==> config.mk <==
export PLATFORM = sky130hd
export DESIGN_NAME = fulladder_bist
export DESIGN_NICKNAME = d
export VERILOG_FILES = /design/src/rtl/fulladder_bist.sv
export SDC_FILE = /design/constraint.sdc
export NUM_CORES = 1
export LEC_CHECK = 0
export ABC_AREA = 0
export CAP_MARGIN = 25
export CORE_MARGIN = 3
export CORE_UTILIZATION = 36
export CTS_CLUSTER_SIZE = 24
export DETAILED_ROUTE_END_ITERATION = 8
export HOLD_SLACK_MARGIN = 0.03
export PLACE_DENSITY_LB_ADDON = 0.1
export SYNTH_ARGS = -nofsm -noshare
export SYNTH_HDL_FRONTEND = slang
export SYNTH_SLANG_ARGS = --single-unit
==> constraint.sdc <==
create_clock -name clk -period 2.25 [get_ports clk]
set_input_delay 0.45 -clock clk [delete_from_list [all_inputs] [get_ports clk]]
set_output_delay 0.45 -clock clk [all_outputs]
set_load 0.01 [all_outputs]
==> src/rtl/fulladder_bist.sv <==
// fulladder_bist: exhaustive self-test engine for a single-bit full adder.
// Walks {a,b,cin} through 000..111 and holds each vector SETTLE_CYCLES
// cycles. At the end of each hold it compares {cout,sum} with a+b+cin.
// It accumulates a mismatch count and remembers the first failing vector.
module fulladder_bist #(
  parameter int SETTLE_CYCLES = 1
) (
  input  logic       clk,
  input  logic       rst_n,
  input  logic       start,
  output logic       dut_a,
  output logic       dut_b,
  output logic       dut_cin,
  input  logic       dut_sum,
  input  logic       dut_cout,
  output logic       busy,
  output logic       done,
  output logic       pass,
  output logic [3:0] err_count,
  output logic       first_fail_vld,
  output logic [2:0] first_fail_vec
);

  typedef enum logic [1:0] {
    IDLE = 2'd0,
    RUN  = 2'd1,
    DONE = 2'd2
  } state_t;

  // The last settle-counter value of a hold; the response is sampled there.
  localparam logic [3:0] SETTLE_LAST = 4'(SETTLE_CYCLES - 1);

  state_t     state_r, state_s;
  logic [2:0] vec_r, vec_s;
  logic [3:0] settle_r, settle_s;
  logic       busy_r, busy_s;
  logic       done_r, done_s;
  logic       pass_r, pass_s;
  logic [3:0] err_r, err_s;
  logic       ffv_r, ffv_s;
  logic [2:0] ffvec_r, ffvec_s;
  logic [1:0] expect_s;
  logic       mismatch_s;

  // Arithmetic reference: {cout,sum} of a full adder is the 2-bit sum a+b+cin.
  function automatic logic [1:0] fa_expect(input logic [2:0] v);
    fa_expect = {1'b0, v[2]} + {1'b0, v[1]} + {1'b0, v[0]};
  endfunction

  assign expect_s   = fa_expect(vec_r);
  assign mismatch_s = ({dut_cout, dut_sum} != expect_s);

  // The stimulus comes straight from the vector register, so it is registered.
  assign {dut_a, dut_b, dut_cin} = vec_r;
  assign busy           = busy_r;
  assign done           = done_r;
  assign pass           = pass_r;
  assign err_count      = err_r;
  assign first_fail_vld = ffv_r;
  assign first_fail_vec = ffvec_r;

  // Next-state and result logic; every register holds unless a rule below changes it.
  always_comb begin
    state_s  = state_r;
    vec_s    = vec_r;
    settle_s = settle_r;
    busy_s   = busy_r;
    done_s   = done_r;
    pass_s   = pass_r;
    err_s    = err_r;
    ffv_s    = ffv_r;
    ffvec_s  = ffvec_r;
    case (state_r)
      IDLE, DONE: begin
        if (start) begin
          state_s  = RUN;
          vec_s    = 3'd0;
          settle_s = 4'd0;
          err_s    = 4'd0;
          ffv_s    = 1'b0;
          ffvec_s  = 3'd0;
          done_s   = 1'b0;
          pass_s   = 1'b0;
          busy_s   = 1'b1;
        end else begin
          state_s = state_r;
        end
      end
      RUN: begin
        if (settle_r == SETTLE_LAST) begin
          // Eight vectors at most, so the 4-bit count cannot overflow.
          err_s = err_r + {3'b000, mismatch_s};
          if (mismatch_s && !ffv_r) begin
            ffv_s   = 1'b1;
            ffvec_s = vec_r;
          end else begin
            ffv_s   = ffv_r;
            ffvec_s = ffvec_r;
          end
          if (vec_r != 3'd7) begin
            vec_s    = vec_r + 3'd1;
            settle_s = 4'd0;
          end else begin
            // The last vector stays on the stimulus while results are held.
            state_s = DONE;
            busy_s  = 1'b0;
            done_s  = 1'b1;
            pass_s  = (err_s == 4'd0);
          end
        end else begin
          settle_s = settle_r + 4'd1;
        end
      end
      default: begin
        // Illegal encoding: fall back to a quiet idle.
        state_s  = IDLE;
        vec_s    = 3'd0;
        settle_s = 4'd0;
        busy_s   = 1'b0;
        done_s   = 1'b0;
        pass_s   = 1'b0;
        err_s    = 4'd0;
        ffv_s    = 1'b0;
        ffvec_s  = 3'd0;
      end
    endcase
  end

  // State and result registers; a reset aborts any run and clears every result.
  always_ff @(posedge clk or negedge rst_n) begin
    if (!rst_n) begin
      state_r  <= IDLE;
      vec_r    <= 3'd0;
      settle_r <= 4'd0;
      busy_r   <= 1'b0;
      done_r   <= 1'b0;
      pass_r   <= 1'b0;
      err_r    <= 4'd0;
      ffv_r    <= 1'b0;
      ffvec_r  <= 3'd0;
    end else begin
      state_r  <= state_s;
      vec_r    <= vec_s;
      settle_r <= settle_s;
      busy_r   <= busy_s;
      done_r   <= done_s;
      pass_r   <= pass_s;
      err_r    <= err_s;
      ffv_r    <= ffv_s;
      ffvec_r  <= ffvec_s;
    end
  end

endmodule
==> impl_metrics.json, run 1 <==
{
  "start_kind": "flip-flop",
  "start_util_pct": 39.9,
  "wl_per_cell_um": 14.7,
  "ys_top_cells_by_area": "dfrtp_1 46%, ha_1 7.3%, o21ai_0 5.3%",
  "syn_area_um2": 1030,
  "synth-seq-cells": 19,
  "fin_crit_sh_pct": 95.8,
  "startpoint": "vec_r[2]",
  "grt_pass1_vias": 878,
  "synth_cell_types": 32,
  "clkTransAtPathRegs_ns": 0.11,
  "synth_seq_area_share_pct": 46.1,
  "cp-end-kind": "flip-flop",
  "final_util_pct": 53.0,
  "via_count": 862,
  "overflow": 0,
  "ir_drop_mv": 0.854,
  "setup-violations-final": 0,
  "gp_congestion": 0.766,
  "yosysTopAreaCell": "dfrtp_1",
  "maxSlewHeadroom_pct": 72.1,
  "area_growth_pct": 33.0,
  "dr.pass1.iters": 4,
  "min_period_ns": 2.15,
  "crit_path_end": "pass",
  "diodes": 0,
  "r2r_slack_ns": 0.1,
  "grt_max_degree": 20,
  "cts_buffers": 3,
  "crit_fanout": 3,
  "worst-slew-pin-transition_ns": 0.419,
  "vias_per_cell": 5.49,
  "cts_tree": "yes",
  "worst_ep_required_time_ns": 2.48,
  "clock_latency_ns": 0.29,
  "drt-initial-drc-count": 17,
  "placed_cell_area_um2": 1290,
  "worstSetupPathType": "flip-flop to flip-flop",
  "power_mw": 1.92,
  "grt.total_usage_pct": 15.2,
  "crit_arrival_ns": 2.38,
  "p_leak_nw": 0.604,
  "synth_area_per_cell_um2": 10.3,
  "die_area_um2": 3550,
  "reg2reg_depth": 9,
  "core-area_um2": 2590,
  "grt_pass1_wl_um": 4040,
  "clock_path_buffers": 2,
  "hold_buffers": 0,
  "synth_top_area_share_pct": 46.1,
  "antenna_found_initial": 0,
  "drc": 0,
  "nNetsFinal": 140,
  "rows": 18,
  "htreeDepth": 1,
  "cap_violations": 0,
  "synth_warnings": 0,
  "report.final.slew_viol_count": 0,
  "synthCells": 100,
  "hpwl_um": 1640,
  "postLayoutCellArea_um2": 1370,
  "status": "completed",
  "die_x_um": 59.5,
  "die_h_um": 59.5,
  "hold_class": "input port to asynchronous set/reset pin",
  "reg2reg_to": "pass",
  "hold_violations": 0,
  "root_buffer": "clkbuf_4",
  "drive_gt1_share_pct": 19.7,
  "io_buffers": 18,
  "syn-num-nets": 112,
  "io_pins": 19,
  "max_freq_mhz": 464,
  "wirelength_um": 2300,
  "reg2reg_from": "vec_r[2]",
  "ant_nets": 0,
  "p_per_area_nw_per_um2": 1400,
  "clock_sinks": 19,
  "worst_clock_skew_ns": 0.000958
}
[routing by layer]
metal	track usage (%)	vias up	part of all wire, %
li1	-	421	-
met1	21.0	424	49
met2	23.6	15	47
met3	4.79	2	3.3
met4	2.85	0	0.65
met5	0	-	0
[Yosys cell counts]
master and instances:
nor3b_1 1, nor3_2 1, a22oi_1 1, o2111ai_1 1
a31o_1 1, nand2_1 2, a22o_1 6, a21oi_1 2
o22ai_1 5, o31a_1 1, ha_1 6, or3b_1 1
nand4_1 1, clkbuf_1 3, mux2_2 1, xnor2_1 4
dfrtp_1 19, o21ai_0 11, o2bb2ai_1 1, o2111a_1 1
buf_2 1, nand3_1 4, a31oi_1 1, a21o_1 1
nor2_1 3, and4bb_2 1, nor2b_1 1, or2_2 2
inv_1 11, nand2b_1 2, fa_1 1, nor4b_1 3
[placed cells by master, fill, tap and decap left out, types with 2 or more instances in the layout]
| cell | n |
|---|---|
| nor2_1 | 2 |
| buf_4 | 9 |
| o22ai_1 | 5 |
| xnor2_1 | 2 |
| ha_4 | 2 |
| o21ai_0 | 11 |
| nand2b_1 | 2 |
| inv_1 | 8 |
| xnor2_2 | 2 |
| nand2_1 | 2 |
| a21oi_1 | 2 |
| nand3_1 | 4 |
| nor4b_1 | 3 |
| dfrtp_1 | 19 |
| clkdlybuf4s50_1 | 18 |
| a22o_1 | 6 |
| ha_1 | 4 |
| clkbuf_4 | 3 |
| inv_2 | 3 |
[worst max-delay path: stages, from the launching register on]
cell	delay, ns
dfrtp_1	0.38
inv_2	0.05
fa_1	0.51
xnor2_2	0.16
or2_4	0.24
ha_4	0.17
ha_4	0.16
xnor2_2	0.16
nand4_1	0.11
o2bb2ai_1	0.14
[cell families after synthesis]
| logic type | after synthesis | synth area share [%] |
|---|---|---|
| AOI/OAI and AO/OA | 32 | 21.0 |
| xor gates and xnor gates | 4 | 3.39 |
| adders and majority gates | 7 | 9.21 |
| and+or+nand+nor | 22 | 13.7 |
| buffers and inverters | 15 | 5.58 |
| DFF | 19 | 46.1 |
| muxes | 1 | 1.09 |
[power by group]
group	internal, mW	leakage (nW)	switching [mW]
clock network	0.0690	0.0150	0.106
logic	0.670	0.343	0.528
registers	0.455	0.245	0.0940
[through the flow]
stage	std cells	worst slack, ns	TNS, ns	hold slack, ns
after global placement	151	0.0392	0	0.475
final	157	0.0951	0	0.475
after global routing	157	-0.0280	-0.0280	0.477
after floorplan	100	0.0103	0	0.154
after CTS	155	0.00409	0	0.477
after detailed placement	151	0.00686	0	0.484
[sequential cells by signal, indices dropped and copies added (netlist names)]
signal	cells
busy	1
settle_r	4
done	1
vec_r	3
first_fail_vec	3
state_r	1
pass	1
err_count	4
first_fail_vld	1
[how the worst min path moves through the flow]
stage	slack, ns	depth (start not counted)	startpoint	endpoint
floorplan	0.15	0	rst_n	busy
global placement	0.47	1	pass	pass
detailed placement	0.48	1	pass	pass
CTS	0.48	2	rst_n	err_count[3]
global route	0.48	2	rst_n	state_r[0]
finish	0.47	2	rst_n	err_count[3]
[what timing repair did]
| item | in CTS | in global routing |
|---|---|---|
| cloned | 0 | 0 |
| setup endpoints to repair | 1 | 3 |
| buffers inserted | 0 | 2 |
| pin swaps | 1 | 6 |
| resized for setup | 1 | 7 |
[cell type report]
class | instances | area, um^2
fillers | 243 | 1220
well taps | 30 | 37.5
flip-flops and latches | 19 | 475
repair buffers | 27 | 248
multi-input cells | 66 | 544
clock buffers | 4 | 26.3
inverters | 11 | 41.3
Note: power is estimated with default switching activity, not from simulation.
==> run 2: changes to the inputs <==
GPL_ROUTABILITY_DRIVEN = 0   (was not set)
==> results of run 2 <==
Same layout as run 1: the final DEF is identical, and so are final timing and power.
==> run 3: changes to the inputs <==
CORE_UTILIZATION = 45   (was 36)
GPL_ROUTABILITY_DRIVEN = not set   (was 0)
==> run 3 against run 2 <==
  * Worst setup slack got worse by 0.032 ns
  * Final cell count fell by 3.2%
  * Sequential power rose by 0.7%
  * Wire length fell by 2.4%
  * Critical path depth did not move
  * Register-to-register slack got worse by 0.03 ns
  * Non-clock buffer count fell by 2
  * Core utilization rose by 13 points
  * Clock skew rose by 0.0058 ns
==> impl_metrics.json, run 3 (synthesized netlist as in run 1, its figures left out) <==
{
  "status": "completed",
  "start_util_pct": 50.1,
  "clkTransAtPathRegs_ns": 0.12,
  "cts_tree": "yes",
  "ir_drop_mv": 0.911,
  "cts_buffers": 3,
  "clockPowerShare_pct": 9.4,
  "setup-violations-final": 0,
  "rows": 16,
  "cp-end-kind": "flip-flop",
  "diodes": 0,
  "overflow": 0,
  "die_area_um2": 2900,
  "p_leak_nw": 0.594,
  "vias_per_cell": 5.60,
  "clock_path_buffers": 2,
  "hpwl_um": 1660,
  "drc": 0,
  "combPwrFrac_pct": 61.3,
  "wl_per_cell_um": 14.8,
  "antenna_found_initial": 0,
  "root_buffer": "clkbuf_4",
  "area_growth_pct": 30.9,
  "p_int_mw": 1.16,
  "maxSlewHeadroom_pct": 73.5,
  "grt_pass1_vias": 834,
  "p_switching_mw": 0.726,
  "mostFrequentLayoutCells": "19 x dfrtp_1, 18 x clkdlybuf4s50_1, 11 x o21ai_0, 8 x inv_1, 7 x buf_4",
  "min_period_ns": 2.19,
  "clock_sinks": 19,
  "startpoint": "vec_r[0]",
  "crit_fanout": 3,
  "placed_cell_area_um2": 1280,
  "max_freq_mhz": 457,
  "grt_max_degree": 20,
  "wirelength_um": 2250,
  "fin_crit_sh_pct": 97.2,
  "worst_clock_skew_ns": 0.00674,
  "nNetsFinal": 138,
  "core-area_um2": 2060,
  "grt.total_usage_pct": 18.0,
  "io_pins": 19,
  "power_mw": 1.88,
  "drt-initial-drc-count": 14,
  "postLayoutCellArea_um2": 1350,
  "p_per_area_nw_per_um2": 1390,
  "drive_gt1_share_pct": 17.6,
  "die_x_um": 53.9,
  "dr.pass1.iters": 4,
  "htreeDepth": 1,
  "gp_congestion": 0.785,
  "rsz0062_at_grt": "true",
  "die_h_um": 53.9,
  "pwr-share-seq_pct": 29.3,
  "hold_class": "input port to asynchronous set/reset pin",
  "final_common_cell": "dfrtp_1",
  "worst_ep_required_time_ns": 2.47,
  "crit_arrival_ns": 2.41,
  "worst-slew-pin-transition_ns": 0.396,
  "clock_latency_ns": 0.29,
  "grt_pass1_wl_um": 3820,
  "ant_nets": 0,
  "swShare_pct": 38.5,
  "hold_violations": 0,
  "reg2reg_from": "vec_r[0]",
  "hold_buffers": 0,
  "via_count": 851,
  "io_buffers": 18,
  "start_kind": "flip-flop",
  "worstSetupPathType": "flip-flop to flip-flop",
  "report.final.slew_viol_count": 0,
  "cap_violations": 0
}
-- run 3: area by class of cell --
class | count | area (um^2)
flip-flops and latches | 19 | 475
multi-input cells | 66 | 542
fillers | 172 | 711
clock buffers | 4 | 26.3
well taps | 27 | 33.8
repair buffers | 25 | 233
inverters | 11 | 41.3
-- run 3: worst max-delay path: stages, from the launching register on --
cell and delay, ns:
dfrtp_1 0.38, inv_2 0.06, fa_1 0.52, xnor2_2 0.17, or2_4 0.25, ha_4 0.17, ha_4 0.17, xnor2_2 0.16
nand4_1 0.11, o2bb2ai_1 0.13
-- run 3: final timing paths --
check | cells after the start | end | slack (ns)
hold / removal | 2 | err_count[1] | 0.47
setup / recovery | 9 | pass | 0.06
hold reg to reg | 1 | pass | 0.51
max in group asynchronous | 2 | busy | 1.58
min in group clk | 1 | pass | 0.51
setup reg to reg | 9 | pass | 0.06
-- run 3: repair_timing --
item / 4_1_cts / 5_1_grt
gates resized for setup: 5 / 2
setup buffers: 1 / 0
endpoints found under the setup margin: 2 / 2
pin swaps: 6 / 3
-- run 3: per-stage QoR --
| step | hold slack, ns | cells | setup TNS (ns) | worst slack, ns | util (%) |
|---|---|---|---|---|---|
| 6_report | 0.468 | 152 | 0 | 0.0629 | 65.5 |
| 5_1_grt | 0.480 | 152 | -0.0396 | -0.0396 | 65.5 |
| 4_1_cts | 0.476 | 152 | 0 | 0.00145 | 64.9 |
| 3_5_place_dp | 0.477 | 147 | -0.0582 | -0.0582 | 62.0 |
| 3_3_place_gp | 0.473 | 147 | 0 | 0.0601 | 62.0 |
| 2_1_floorplan | 0.154 | 100 | 0 | 0.0103 | - |
-- run 3: power by group through the flow --
| stage | clock network [mW] | registers (mW) | logic (mW) |
|---|---|---|---|
| 2_1_floorplan | 0 | 0.594 | 0.559 |
| 3_3_place_gp | 0 | 0.541 | 0.970 |
| 3_5_place_dp | 0 | 0.550 | 0.990 |
| 4_1_cts | 0.180 | 0.549 | 1.11 |
| 5_1_grt | 0.198 | 0.567 | 1.28 |
| 6_report | 0.176 | 0.553 | 1.15 |
-- run 3: per-layer routing --
| layer | global-route usage (%) | up-vias | wire [um] |
|---|---|---|---|
| met5 | 0 | - | 0 |
| met4 | 2.98 | 0 | 0 |
| met3 | 3.60 | 0 | 100 |
| met2 | 28.8 | 21 | 1110 |
| met1 | 25.4 | 414 | 1040 |
| li1 | - | 416 | - |
